**src/rtl/l2_control.sv**
```systemverilog
// l2_control: L2 cache controller sequencer. Handles hits, dirty-victim
// writeback, line fill and the refetch lookup, and keeps hit/miss counters
// plus a sticky protocol error flag.
//
// Handshakes: mem_read/mem_write are level requests that are held until the
// one-cycle mem_resp. pmem_read/pmem_write are held until the one-cycle
// pmem_resp. A request that drops before completion is abandoned without a
// mem_resp. Any memory transaction already in flight still finishes first.
module l2_control (
  input  logic        clk,
  input  logic        rst_n,
  input  logic        mem_read,
  input  logic        mem_write,
  input  logic [3:0]  hit,
  input  logic [1:0]  lru_way,
  input  logic        victim_dirty,
  input  logic        pmem_resp,
  output logic        mem_resp,
  output logic        pmem_read,
  output logic        pmem_write,
  output logic        arr_read,
  output logic        lru_load,
  output logic        lru_read,
  output logic [3:0]  lru_hit,
  output logic [3:0]  data_load,
  output logic        valid_set,
  output logic        dirty_set,
  output logic        dirty_clr,
  output logic        wb_sel,
  output logic        fill_sel,
  output logic [1:0]  way_sel,
  output logic [15:0] hit_cnt,
  output logic [15:0] miss_cnt,
  output logic        err
);

  typedef enum logic [2:0] {
    IDLE      = 3'd0,
    LOOKUP    = 3'd1,
    WRITEBACK = 3'd2,
    FILL      = 3'd3,
    REFETCH   = 3'd4
  } state_t;

  state_t      state_q, state_d;
  logic [1:0]  victim_q, victim_d;
  logic        refill_q, refill_d;
  logic [15:0] hit_cnt_q, hit_cnt_d;
  logic [15:0] miss_cnt_q, miss_cnt_d;
  logic        err_q, err_d;

  logic        req;
  logic        req_wr;
  logic        any_hit;
  logic        multi_hit;
  logic [3:0]  hit_oh;
  logic [1:0]  hit_way;
  logic [3:0]  victim_oh;

  // A simultaneous read and write is serviced as a read.
  assign req       = mem_read | mem_write;
  assign req_wr    = mem_write & ~mem_read;
  assign any_hit   = |hit;
  assign multi_hit = any_hit & ((hit & (hit - 4'd1)) != 4'd0);
  assign victim_oh = 4'b0001 << victim_q;

  // Priority-encode the hit vector so a multi-way hit resolves to the lowest way.
  always_comb begin
    hit_way = 2'd0;
    hit_oh  = 4'b0000;
    if (hit[0]) begin
      hit_way = 2'd0;
      hit_oh  = 4'b0001;
    end else if (hit[1]) begin
      hit_way = 2'd1;
      hit_oh  = 4'b0010;
    end else if (hit[2]) begin
      hit_way = 2'd2;
      hit_oh  = 4'b0100;
    end else if (hit[3]) begin
      hit_way = 2'd3;
      hit_oh  = 4'b1000;
    end
  end

  // State, victim, refill flag, counters and error flag registers.
  always_ff @(posedge clk or negedge rst_n) begin
    if (!rst_n) begin
      state_q    <= IDLE;
      victim_q   <= 2'd0;
      refill_q   <= 1'b0;
      hit_cnt_q  <= 16'd0;
      miss_cnt_q <= 16'd0;
      err_q      <= 1'b0;
    end else begin
      state_q    <= state_d;
      victim_q   <= victim_d;
      refill_q   <= refill_d;
      hit_cnt_q  <= hit_cnt_d;
      miss_cnt_q <= miss_cnt_d;
      err_q      <= err_d;
    end
  end

  // Next-state, bookkeeping and combinational outputs. Holding rst_n low
  // forces every strobe to zero even though the state already reads IDLE.
  always_comb begin
    state_d    = state_q;
    victim_d   = victim_q;
    refill_d   = refill_q;
    hit_cnt_d  = hit_cnt_q;
    miss_cnt_d = miss_cnt_q;
    err_d      = err_q | (mem_read & mem_write);

    mem_resp   = 1'b0;
    pmem_read  = 1'b0;
    pmem_write = 1'b0;
    arr_read   = 1'b0;
    lru_load   = 1'b0;
    lru_read   = 1'b0;
    lru_hit    = 4'b0000;
    data_load  = 4'b0000;
    valid_set  = 1'b0;
    dirty_set  = 1'b0;
    dirty_clr  = 1'b0;
    wb_sel     = 1'b0;
    fill_sel   = 1'b0;
    way_sel    = 2'd0;

    if (rst_n) begin
      case (state_q)
        IDLE: begin
          if (req) begin
            arr_read = 1'b1;
            lru_read = 1'b1;
            state_d  = LOOKUP;
          end
        end

        LOOKUP: begin
          refill_d = 1'b0;
          if (!req) begin
            state_d = IDLE;
          end else if (any_hit) begin
            mem_resp = 1'b1;
            way_sel  = hit_way;
            lru_read = 1'b1;
            lru_load = 1'b1;
            lru_hit  = hit_oh;
            if (req_wr) begin
              data_load = hit_oh;
              dirty_set = 1'b1;
            end
            if (multi_hit) err_d = 1'b1;
            if (!refill_q && hit_cnt_q != 16'hFFFF) hit_cnt_d = hit_cnt_q + 16'd1;
            state_d = IDLE;
          end else begin
            victim_d = lru_way;
            if (refill_q) err_d = 1'b1;
            if (!refill_q && miss_cnt_q != 16'hFFFF) miss_cnt_d = miss_cnt_q + 16'd1;
            state_d = victim_dirty ? WRITEBACK : FILL;
          end
        end

        WRITEBACK: begin
          pmem_write = 1'b1;
          wb_sel     = 1'b1;
          way_sel    = victim_q;
          if (pmem_resp) state_d = req ? FILL : IDLE;
        end

        FILL: begin
          pmem_read = 1'b1;
          way_sel   = victim_q;
          if (pmem_resp) begin
            data_load = victim_oh;
            fill_sel  = 1'b1;
            valid_set = 1'b1;
            dirty_clr = 1'b1;
            state_d   = req ? REFETCH : IDLE;
          end
        end

        REFETCH: begin
          arr_read = 1'b1;
          lru_read = 1'b1;
          refill_d = 1'b1;
          state_d  = LOOKUP;
        end

        default: state_d = IDLE;
      endcase
    end
  end

  assign hit_cnt  = hit_cnt_q;
  assign miss_cnt = miss_cnt_q;
  assign err      = err_q;

endmodule

```
**config.mk**
```make
export PLATFORM = sky130hd
export DESIGN_NAME = l2_control
export DESIGN_NICKNAME = d
export VERILOG_FILES = /design/src/rtl/l2_control.sv
export SDC_FILE = /design/constraint.sdc
export NUM_CORES = 1
export LEC_CHECK = 0
export ABC_AREA = 1
export ABC_CLOCK_PERIOD_IN_PS = 2200
export BUFFER_PORTS_ARGS = -buffer_cell sky130_fd_sc_hd__buf_2
export CAP_MARGIN = 20
export CORE_AREA = 10 10 79 98
export CTS_BUF_LIST = sky130_fd_sc_hd__clkbuf_8
export CTS_CLUSTER_SIZE = 28
export DETAILED_ROUTE_END_ITERATION = 6
export DIE_AREA = 0 0 89 108
export PLACE_DENSITY = 0.72
export SYNTH_ARGS = -nofsm -noshare
export SYNTH_HDL_FRONTEND = slang
export SYNTH_SLANG_ARGS = --single-unit
```
**constraint.sdc**
```tcl
create_clock -name clk -period 2.2 [get_ports clk]
set_clock_uncertainty 0.15 [all_clocks]
set_input_delay 0.11 -clock clk [delete_from_list [all_inputs] [get_ports clk]]
set_output_delay 0.11 -clock clk [all_outputs]
set_load 0.05 [all_outputs]
```
==> results.toml <==
[timing]
relSlewSlack_pct = 75.6
final.setup.tns_ns = 0
finalSetupViolCount = 0
tightest_slew_ns = 0.366
period_needed_ns = 2.06
period_share_pct = 93.4
final_hold_viol_count = 0
fmaxAchievable_ghz = 0.486
finalMaxSlewViolations = 0
grt_setup_unrepaired = "no"

[global_route]
grt_pass1_vias = 2779
overflow = 0
grtUsageTotal_pct = 16.1
antenna_found_initial = 0
grtUsageMet2_pct = 29.6
top_usage_layer = "met2"
grt_start_max_net_pins = 30
use_met3_pct = 3.76
met1_usage_pct = 17.7
grt_pass1_wl_um = 12700

[logic_synthesis]
synth_cell_type_count = 31
synth_top_cell_area_share_pct = 34.0
syn-num-nets = 440
synth.mux.area_fraction_pct = 0
synth.yosys.seq_area_share_pct = 34.0
synth.cell_area_sq_mm = 0.00287
avgSynthCellArea_sq_um = 6.74
synth_top_family_by_area = "simple AND/OR/NAND/NOR gates"
synthTopCellsByCount = "nand2_1 (165), nor2_1 (48), dfrtp_1 (39)"
yosysMostFrequentCell = "nand2_1"
yosysWarnings = 0
synth_seq_cells = 39
synth-simple-area-share_pct = 49.0
synth_flop_cell = "dfrtp_1"
synth_compound_area_share_pct = 4.53
synthXorXnorAreaFrac_pct = 3.35
synth_fa_ha_area_share_pct = 0.871
synthArstFlopShare_pct = 100
synth_edf_count = 0
synth_area_leaders = "dfrtp_1 (34%), nand2_1 (22%), nor2_1 (6.3%)"
postSynthCellCount = 426
synth_top_cell_by_area = "dfrtp_1"

[die]
die_h_um = 108
design.die.area_sq_mm = 0.00961
rows = 32
die_w_um = 89
fp.coreArea_sq_mm = 0.00597
initial_utilization_pct = 48.2
ioPinCount = 66

[cts]
clockBufferDepth = 2
path_clk_slew_ns = 0.07
post_cts_buffers = 0
numCtsBuffers = 5
clock_sinks = 39
cts_root_buf = "clkbuf_8"
cts_tree = "yes"
clock_latency_ns = 0.29
htree_levels = 2

[power]
comb_power_share_pct = 38.7
clkPwrFrac_pct = 20.0
netSwitchingFraction_pct = 44.8
power_density_mw_per_mm2 = 652
power.leakage_nw = 1.77
p_sw_mw = 0.983
ir_drop_mv = 0.454
p_int_mw = 1.21
seqPwrFrac_pct = 41.3

[critical_path]
rrSetupSlack_ns = 0.24
critical_path_class = "reg2out"
cp_num_buf_inv = 2
r2r-end = "miss_cnt[2]"
path_cells = "inv_2 > nand2_1 > nor2_1 > nand2_1 > nor2_1 > nand2_1 > a21oi_1 > buf_2"
start_kind = "flip-flop"
cpMostUsedCell = "nand2_1"
crit_family = "simple AND/OR/NAND/NOR gates"
worst_path_largest_cell_delay_ns = 0.41
cp.required_ns = 1.94
worst_path_max_delay_cell = "dfrtp_1"
r2r-start = "miss_cnt[0]"
worst_r2r_path_depth = 7
critPathMaxFanout = 4
endpoint_kind = "primary output"
cp.arrival_ns = 1.80

[run]
max_cap_viol_count = 0

[placement]
port_buffers = 65
gp_congestion = 0.890
hpwl_um = 5700
dp_cells = 552

[min_path]
min_to = "state_q[0]"
hold_class = "in2reg"
hold-path-cell-count = 4
hold_start = "pmem_resp"

[layout]
areaGrowthSynthToFinish_pct = 16.9
drive_gt1_share_pct = 23.2
final_cells = 564
fin_nets = 511
antenna_cells = 0

[drt]
firstDrtPassIters = 4
post_drt_wl_per_cell_um = 12.8
drt-total-wl_um = 7240
viasPerCell = 5.10
antenna_left = 0
drc = 0
drt-initial-drc-count = 91
vias = 2879

[run_status]
status = "finished clean"
[area by class of cell]
class	instances	area, sq um
Clock buffer	5	68.8
Sequential cell	39	976
Inverter	38	143
Clock inverter	1	3.75
Timing Repair Buffer	75	418
Fill cell	578	2610
Tap cell	68	85.1
Multi-Input combinational cell	338	1670
[placed cells by master, fill, tap and decap left out, types with 8 or more instances in the layout]
cell type,count
nor2_4,8
dfrtp_1,39
buf_2,64
nand2_1,165
nand4_1,10
a21oi_1,9
nand3_1,32
inv_1,35
nor2_1,48
nand2_2,14
o21ai_0,12
[routing by layer]
layer,vias to the layer above,routed length [um]
li1,1488,-
met1,1329,2910
met2,54,3960
met3,8,277
met4,0,92
met5,-,0
[worst register-to-register path, cell delays in order (launching register included)]
cell     delay (ns)
dfrtp_1        0.44
ha_1           0.27
nand3_2        0.15
nor2_4         0.17
nand4_2        0.28
nand2_4        0.30
nand2_1        0.08
nand2_1        0.06
[stage by stage]
| step | area, sq um | total power, mW | hold slack [ns] | setup WS [ns] | util (%) |
|---|---|---|---|---|---|
| detailed placement | 3220 | 1.77 | -0.0251 | 0.232 | 54.0 |
| global placement | 3220 | 1.76 | -0.0157 | 0.322 | 54.0 |
| finish | 3360 | 2.19 | 0.0129 | 0.144 | 56.3 |
| global route | 3360 | 2.33 | 0.0723 | 0.00690 | 56.3 |
| CTS | 3350 | 2.22 | 0.00665 | 0.0164 | 56.2 |
| floorplan | 2870 | 1.58 | -0.336 | 0.102 | - |
[timing repair]
action,in CTS,in global routing
endpoints found under the hold margin,14,0
hold buffers,6,0
setup endpoints to repair,0,5
gates resized for setup,0,2
[logic make-up (layout without fill, tap and decap cells)]
| logic type | after synthesis | in the layout |
|---|---|---|
| adders and majority gates | 2 | 2 |
| and+or+nand+nor | 301 | 301 |
| buffers and inverters | 49 | 119 |
| xor gates and xnor gates | 11 | 11 |
| DFF | 39 | 39 |
| AOI/OAI and AO/OA | 24 | 24 |
[state kept, by name (all words and copies together) (netlist names)]
register  flops
refill_q      1
hit_cnt      16
victim_q      2
state_q       3
miss_cnt     16
err           1
[worst max path at each step]
| stage | startpoint | endpoint | slack [ns] | cells after the start |
|---|---|---|---|---|
| final | state_q[2] | data_load[1] | 0.14 | 8 |
| after global routing | state_q[2] | data_load[1] | 0.007 | 8 |
| after CTS | state_q[2] | data_load[2] | 0.02 | 6 |
| after detailed placement | miss_cnt[0] | miss_cnt[6] | 0.23 | 7 |
| after global placement | miss_cnt[0] | miss_cnt[15] | 0.32 | 7 |
| after floorplan | state_q[1] | mem_resp | 0.10 | 6 |
[power groups by stage]
stage	Sequential, mW	Clock, mW	Combinational (mW)
floorplan	1.06	0	0.518
global placement	0.914	0	0.842
detailed placement	0.920	0	0.846
CTS	0.906	0.456	0.856
global route	0.925	0.489	0.920
finish	0.906	0.438	0.848
No activity file was read; power rests on OpenSTA's default activity.
